`src/rtl/gray_pkg.sv`:
```
// Shared definitions for the Gray-code receive path: default widths, stage-2 state
// encoding and a reference Gray-to-binary helper.
package gray_pkg;

    localparam int unsigned GRAY_WIDTH = 4;
    localparam int unsigned GRAY_CNT_W = 8;

    typedef enum logic {
        StUnprimed = 1'b0,
        StTrack    = 1'b1
    } state_e;

    // Prefix XOR from the MSB down; correct for any width up to 32 with zero upper bits.
    function automatic logic [31:0] gray2bin(input logic [31:0] g);
        logic [31:0] b;
        b[31] = g[31];
        for (int i = 30; i >= 0; i--) begin
            b[i] = b[i+1] ^ g[i];
        end
        return b;
    endfunction

endpackage

```
`src/rtl/gray_to_bin.sv`:
```
// Combinational Gray-to-binary converter, the inverse of the lab's binary-to-Gray encoder.
module gray_to_bin #(
    parameter int unsigned WIDTH = 4
) (
    input  logic [WIDTH-1:0] gray,
    output logic [WIDTH-1:0] bin
);

    // Each binary bit is the XOR of all Gray bits at or above it.
    for (genvar i = 0; i < WIDTH; i++) begin : g_bit
        assign bin[i] = ^gray[WIDTH-1:i];
    end

endmodule

```
`src/rtl/gray_decoder.sv`:
```
// Two-stage Gray-to-binary receiver that classifies each sample against the previous one
// as hold, single step (with direction) or illegal jump, and keeps net/error counters.
module gray_decoder
    import gray_pkg::*;
#(
    parameter int unsigned WIDTH = GRAY_WIDTH,
    parameter int unsigned CNT_W = GRAY_CNT_W
) (
    input  logic             clk,
    input  logic             rst_n,
    input  logic             in_valid,
    input  logic [WIDTH-1:0] gray_in,
    output logic             out_valid,
    output logic [WIDTH-1:0] bin_out,
    output logic             step,
    output logic             dir,
    output logic             err,
    output logic [CNT_W-1:0] net_count,
    output logic [CNT_W-1:0] err_count
);

    logic [WIDTH-1:0] g1;
    logic             v1;
    logic [WIDTH-1:0] prev_gray;
    logic [WIDTH-1:0] prev_bin;
    logic [WIDTH-1:0] bin_cur;
    logic [WIDTH-1:0] diff;
    logic [WIDTH-1:0] prev_inc;
    logic             is_step;
    logic             is_err;
    logic             is_up;
    state_e           state;

    gray_to_bin #(
        .WIDTH(WIDTH)
    ) u_gray_to_bin (
        .gray(g1),
        .bin (bin_cur)
    );

    // Clearing the lowest set bit leaves something only if two or more bits differ.
    assign diff     = g1 ^ prev_gray;
    assign is_err   = (diff & (diff - 1'b1)) != '0;
    assign is_step  = (diff != '0) && !is_err;
    assign prev_inc = prev_bin + 1'b1;
    assign is_up    = bin_cur == prev_inc;

    always_ff @(posedge clk) begin
        if (!rst_n) begin
            g1 <= '0;
            v1 <= 1'b0;
        end else begin
            g1 <= gray_in;
            v1 <= in_valid;
        end
    end

    always_ff @(posedge clk) begin
        if (!rst_n) begin
            state     <= StUnprimed;
            prev_gray <= '0;
            prev_bin  <= '0;
            out_valid <= 1'b0;
            bin_out   <= '0;
            step      <= 1'b0;
            dir       <= 1'b0;
            err       <= 1'b0;
            net_count <= '0;
            err_count <= '0;
        end else begin
            out_valid <= v1;
            step      <= 1'b0;
            dir       <= 1'b0;
            err       <= 1'b0;
            if (v1) begin
                bin_out   <= bin_cur;
                prev_gray <= g1;
                prev_bin  <= bin_cur;
                unique case (state)
                    StUnprimed: state <= StTrack;
                    StTrack: begin
                        if (is_step) begin
                            step      <= 1'b1;
                            dir       <= is_up;
                            net_count <= is_up ? net_count + 1'b1 : net_count - 1'b1;
                        end else if (is_err) begin
                            err <= 1'b1;
                            if (err_count != '1) begin
                                err_count <= err_count + 1'b1;
                            end
                        end
                    end
                endcase
            end
        end
    end

endmodule

```
`config.mk`:
```
export PLATFORM = sky130hd
export DESIGN_NAME = gray_decoder
export DESIGN_NICKNAME = d
export VERILOG_FILES = /design/src/rtl/gray_pkg.sv /design/src/rtl/gray_to_bin.sv /design/src/rtl/gray_decoder.sv
export SDC_FILE = /design/constraint.sdc
export NUM_CORES = 1
export LEC_CHECK = 0
export BUFFER_PORTS_ARGS = -buffer_cell sky130_fd_sc_hd__clkbuf_2
export CORE_ASPECT_RATIO = 0.5
export CORE_MARGIN = 5
export CORE_UTILIZATION = 50
export DETAILED_ROUTE_END_ITERATION = 8
export PLACE_DENSITY = 0.79
export SYNTH_ARGS = -nofsm -noshare
export SYNTH_HDL_FRONTEND = slang
export SYNTH_SLANG_ARGS = --single-unit
```
`constraint.sdc`:
```
create_clock -name clk -period 3.31 [get_ports clk]
set_clock_uncertainty 0.05 [all_clocks]
set_input_delay 0 -clock clk [delete_from_list [all_inputs] [get_ports clk]]
set_output_delay 0 -clock clk [all_outputs]
set_load 0.1 [all_outputs]
```
After elaboration in Yosys (flattened, before gate mapping)
Cells that the tools add are included.
- logic and storage cells: 39
- flip-flop bits (word level): 34
- muxes and demuxes: 3
- equal/unequal tests: 2
- reduce and logical (&&, ||, !) cells: 12
- bitwise gates (word level): 6
- add/sub/neg operators: 5
- operator list (cell ; count):
    8-bit by 1-bit adder with 8-bit output, second input constant ; 2
    8-bit 2-to-1 mux ; 1
    8-bit inequality test, second input constant ; 1
    4-bit nonzero test ; 2
    8-bit by 1-bit subtractor with 8-bit output, second input constant ; 1
    3-bit AND reduction ; 2
    5-bit AND reduction ; 1
    4-bit by 1-bit adder with 4-bit output, second input constant ; 1
    4-bit AND ; 1
    4-bit equality test ; 1
    1-bit NOT ; 4
    4-bit AND reduction ; 1
    4-bit OR reduction ; 1
    4-bit parity ; 1
    4-bit by 1-bit subtractor with 4-bit output, second input constant ; 1
    4-bit bitwise XOR ; 1
    3-bit parity ; 1
    1-bit 2-to-1 mux ; 2
    2-bit parity ; 1
    1-bit logical AND ; 1
    1-bit logical NOT ; 1

Logic depth before layout (Yosys ltp)
- depth after elaboration: 8
- depth in mapped cells: 12
- gate-level depth less buffers: 12

Modules after synthesis
From an unflattened synthesis, not the netlist that was laid out.
- cells, all modules: 180
- area total of the unflattened synthesis: 1747.9 µm²
- by module, submodules not included (module ; area an instance (µm²) ; sequential area each (µm²) ; instances ; cells each):
    gray_decoder ; 1697.9 ; 680.7 ; 1 ; 175
    gray_to_bin ; 50.0 ; 0.0 ; 1 ; 5

Worst setup path after synthesis
No wires, ideal clock.
- path kind: register to register
- from: reg prev_bin[2]
- to: reg net_count[6]
- data arrival time: 3.409 ns
- path slack: -0.281 ns
- setup time: 0.133 ns
- stages on the path, launching flop included: 12
- cell sequence: dfxtp_1 > xnor3_1 > nor2b_1 > a32oi_1 > or2_2 > fa_1 > a21o_1 > a21oi_1 > nor2b_1 > mux2_2 > o21ai_0 > a21oi_1
- cells in the longest elaborated chain, start to end: 3
- ends and longest elaborated chain (what ; line ; RTL):
    start: declaration ; gray_decoder.sv:25 ; logic [WIDTH-1:0] prev_bin;
    start signal: assignment ; gray_decoder.sv:78 ; prev_bin <= bin_cur;
    4-bit by 1-bit adder with 4-bit output ; gray_decoder.sv:45 ; assign prev_inc = prev_bin + 1'b1;
    4-bit equality test ; gray_decoder.sv:46 ; assign is_up = bin_cur == prev_inc;
    8-bit 2-to-1 mux ; gray_decoder.sv:85 ; net_count <= is_up ? net_count + 1'b1 : net_count - 1'b1;
    end signal: assignment ; gray_decoder.sv:85 ;
    end: declaration ; gray_decoder.sv:18 ; output logic [CNT_W-1:0] net_count,
No other way between the ends.
A chain may end at the register's enable or synchronous reset.

Final worst setup path
- from: reg g1[1]
- to: reg net_count[6]
- cells in the longest elaborated chain, start to end: 7
- elaborated cells on any way between the ends: 12
- ends and longest elaborated chain (what ; line ; RTL):
    start: declaration ; gray_decoder.sv:22 ; logic [WIDTH-1:0] g1;
    start signal: assignment ; gray_decoder.sv:53 ; g1 <= gray_in;
    4-bit bitwise XOR ; gray_decoder.sv:42 ; assign diff = g1 ^ prev_gray;
    4-bit by 1-bit subtractor with 4-bit output ; gray_decoder.sv:43 ; assign is_err = (diff & (diff - 1'b1)) != '0;
    4-bit AND ; gray_decoder.sv:43 ;
    4-bit nonzero test ; gray_decoder.sv:43 ;
    1-bit logical NOT ; gray_decoder.sv:44 ; assign is_step = (diff != '0) && !is_err;
    1-bit logical AND ; gray_decoder.sv:44 ;
    3-bit AND reduction (no line) ; n/a ;
Parallel ways exist; a longest one is shown, timed or not.

==> run summary <==
The run finished with clean final reports. The die covers 4920 sq um. The cell area power density came out at 441 nW/um^2. The global routing stage identified its most utilized layer as met2. The mean instance size in the synthesized netlist is 9.57 sq um. The area of the placeable core is 3430 sq um. The total grt overflow came out at 0.

Counting the buffers created by CTS gives 5. In the synthesized netlist, the number of instances is 186. The setup-violating endpoint count in the final report is 0. By startpoint and endpoint, the worst setup path is classified as flop to flop. The sequential cell area fraction in the yosys report is 37.1%. The setup TNS is 0 ns.

Summed over all instances, the cell type with the most area after synthesis is sky130_fd_sc_hd__dfxtp_1. The startpoint identified for the worst hold timing path is rst_n. Yosys mapped a number of flops with a built-in enable equal to 0. The highest clock rate is 319 MHz. The transition at the pin with the smallest max-transition slack came out at 0.692 ns. The level count of the clock H-tree came out at 2.

The clock network latency to the later pin of the worst-skew pair is 0.29 ns. The synthesized netlist contains 42 unique library cells. In the final design database the tool counted 237 nets.

The post-synthesis async set-or-reset flop share came out at 0%. The TritonCTS clock tree is built. The sum of internal, switching and leakage power is 0.924 mW. Clock-pin slew was measured on the worst setup and hold paths at 0.07 ns.

By area the synthesized netlist is led by sky130_fd_sc_hd__dfxtp_1 37%, sky130_fd_sc_hd__mux2i_1 6.2%, sky130_fd_sc_hd__ha_1 5.6%, sky130_fd_sc_hd__xnor2_1 4.9%, sky130_fd_sc_hd__nor2_1 4.9%. The tightest min-delay check is of the input port to flop type. The number of vias in the routed layout is 1402. Across all register-to-register paths, the minimum setup slack is 0.18 ns. The fraction of met1 tracks used by global routing came out at 19.4%. The hold violation count in the final report came to 0. The weighted congestion at the end of routability-driven global placement is 0.809. The final count of pins violating max slew came out at 0. Once detail routing completed, the nets flagged for antenna violations numbered 0. VDD sags by at most 0.000174 V. Of the cells placed in the final design, the portion with a size suffix greater than 1 is 24.0%. The number of instances on the worst hold path came out at 3. In the final routed layout, each cell accounts on average for 13.1 microns.

The required time at the endpoint of the critical path came out at 3.40 ns. The first-pass GRT wire length came out at 6220 microns. The number of sinks on the clock net is 33. The die is 94.4 microns wide. Before antenna repair, the detailed router went through 4 iterations.

The detailed-route wire length is 3570 microns. Synthesis produced a netlist with a net count of 202. The endpoint kind of the worst setup timing path is a flop. The number of cells on the worst reg-to-reg path is 11.

The number of placed I/O pins came out at 31. The worst path needs 3.13 ns of the cycle, external delays included. Data arrives at the worst endpoint at 3.23 ns. The height of the die came out at 52.2 microns.

The number of global-route vias before repair came out at 1416. The root buffer cell chosen for the clock tree is sky130_fd_sc_hd__clkbuf_8. The cell area after synthesis is 1780 sq um. The detailed-placement wirelength estimate came out at 2610 microns. The synthesis warning total came out at 0. In the routed layout, each cell is associated on average with a via count of 5.15.

After layout, the worst path uses 94.7% of the clock period. Once the floorplan was initialized, standard cells occupied 51.8% of the core. The DRC violation total after the first TritonRoute iteration came out at 58. The number of remaining DRC errors came out at 0.

The clock tree buffer depth is 2. The initialized floorplan defines 15 standard-cell rows. Hold is met by 0.0967 ns. In this run the critical register-to-register path is captured at net_count[6]$_SDFFE_PN0P_. From synthesis to final layout, the design area changed by 17.9%. The launch instance of the worst register-to-register path is g1[1]$_SDFF_PN0_. Summed over its instances, the top area cell type makes up 37.1% of the synthesized netlist area. The maximum net fanout on the critical path is 8. For hold timing, the worst endpoint is net_count[7]$_SDFFE_PN0P_. Headroom to the max-slew limit came out at 53.8%. 0 antenna diodes ended up in the layout.

The most used flip-flop cell after synthesis is sky130_fd_sc_hd__dfxtp_1. The flip-flop and latch count after synthesis is 33. Entering global routing, the biggest net connects 23 pins. The global routing met3 resource utilization came out at 3.59%. The count of buffers from port buffering came out at 30.

The initial antenna violation count came out at 0. The all-layer global routing usage came out at 16.6%. After clock tree synthesis, the setup repair step added 0 buffers.

The library cells used most frequently in the layout, excluding fill and tap cells, are 30 x sky130_fd_sc_hd__dfxtp_1, 30 x sky130_fd_sc_hd__clkbuf_2, 23 x sky130_fd_sc_hd__nor2_1, 11 x sky130_fd_sc_hd__a21oi_1, 11 x sky130_fd_sc_hd__mux2i_1. Max-cap violations in this run came to 0. The worst setup path is launched from a flop. The global routing met2 resource utilization came out at 28.9%. The leakage power figure came out at 0.906 nW.
==> repair_timing <==
| item | CTS | global route |
|---|---|---|
| hold buffers | 5 | 0 |
| hold endpoints to repair | 5 | 0 |
| setup endpoints to repair | 0 | 1 |
| resized for setup | 0 | 1 |
==> flip-flops by register name, indices dropped and copies added, names as in the netlist <==
signal / count
prev_bin: 3
dir: 1
v1: 1
out_valid: 1
step: 1
net_count: 8
g1: 4
err_count: 8
state: 1
err: 1
prev_gray: 4
==> report_power, final <==
part           internal [mW]  switching, mW
Combinational         0.0750          0.119
Sequential             0.410         0.0153
Clock                  0.165          0.141
Total                  0.649          0.275
==> critical path, stage by stage, from the launching register on <==
cell and delay [ns]:
sky130_fd_sc_hd__dfxtp_1 0.40, sky130_fd_sc_hd__xor3_1 0.51, sky130_fd_sc_hd__nor3_1 0.20, sky130_fd_sc_hd__nor2b_1 0.09, sky130_fd_sc_hd__or2_2 0.37, sky130_fd_sc_hd__fa_1 0.43
sky130_fd_sc_hd__a21o_1 0.21, sky130_fd_sc_hd__a21oi_2 0.16, sky130_fd_sc_hd__nor2b_1 0.07, sky130_fd_sc_hd__mux2_2 0.26, sky130_fd_sc_hd__o21ai_0 0.16, sky130_fd_sc_hd__a21oi_1 0.08
==> per-layer routing <==
layer  vias up  wire length (microns)  share of wire (%)
li1        713                      -                  -
met1       646                   1650                 46
met2        34                   1680                 47
met4         0                     81                2.3
met3         9                    151                4.2
met5         -                      0                  0
==> synth_stat cells (3+ instances only) <==
cell type and n:
sky130_fd_sc_hd__nor2b_1 5, sky130_fd_sc_hd__inv_1 6, sky130_fd_sc_hd__a211oi_1 5, sky130_fd_sc_hd__xnor2_1 10, sky130_fd_sc_hd__nor2_1 23, sky130_fd_sc_hd__a21oi_1 12, sky130_fd_sc_hd__xor2_2 3, sky130_fd_sc_hd__nand2_1 5
sky130_fd_sc_hd__nor3_1 3, sky130_fd_sc_hd__mux2i_1 11, sky130_fd_sc_hd__o21ai_0 6, sky130_fd_sc_hd__dfxtp_1 33, sky130_fd_sc_hd__ha_1 8, sky130_fd_sc_hd__and2_1 8, sky130_fd_sc_hd__and3_1 3, sky130_fd_sc_hd__clkbuf_1 4
==> worst max path at each step <==
stage	startpoint	end	slack, ns
finish	g1[1]$_SDFF_PN0_	net_count[6]$_SDFFE_PN0P_	0.18
floorplan	prev_bin[2]$_SDFFE_PN0P_	net_count[6]$_SDFFE_PN0P_	0.07
global placement	g1[1]$_SDFF_PN0_	net_count[6]$_SDFFE_PN0P_	0.21
CTS	g1[1]$_SDFF_PN0_	net_count[6]$_SDFFE_PN0P_	0.13
global route	g1[1]$_SDFF_PN0_	net_count[6]$_SDFFE_PN0P_	-0.007
detailed placement	g1[1]$_SDFF_PN0_	net_count[6]$_SDFFE_PN0P_	0.16
==> area by class of cell <==
| cell class | count | area (sq um) |
|---|---|---|
| sequential | 33 | 664 |
| multi-input combinational | 137 | 1040 |
| clock buffer | 7 | 86.3 |
| fill | 309 | 1340 |
| timing repair buffer | 38 | 223 |
| inverter | 6 | 22.5 |
| tap | 51 | 63.8 |
==> cell families after synthesis <==
logic type,Yosys count,share of synthesized area (%)
and+or+nand+nor,61,18.5
adders and majority gates,10,7.38
xor gates and xnor gates,17,11.3
DFF,33,37.1
buffers and inverters,16,4.78
muxes,12,6.82
AOI/OAI and AO/OA,37,14.1
==> per-stage QoR <==
| stage | utilization [%] | setup slack [ns] | std cells | instance area [sq um] |
|---|---|---|---|---|
| floorplan | - | 0.0731 | 186 | 1780 |
| global placement | 57.0 | 0.211 | 260 | 1960 |
| detailed placement | 57.0 | 0.162 | 260 | 1960 |
| CTS | 60.9 | 0.131 | 272 | 2090 |
| global route | 61.1 | -0.00702 | 272 | 2100 |
| finish | 61.1 | 0.177 | 272 | 2100 |
Power figures use the tool's default switching activity.
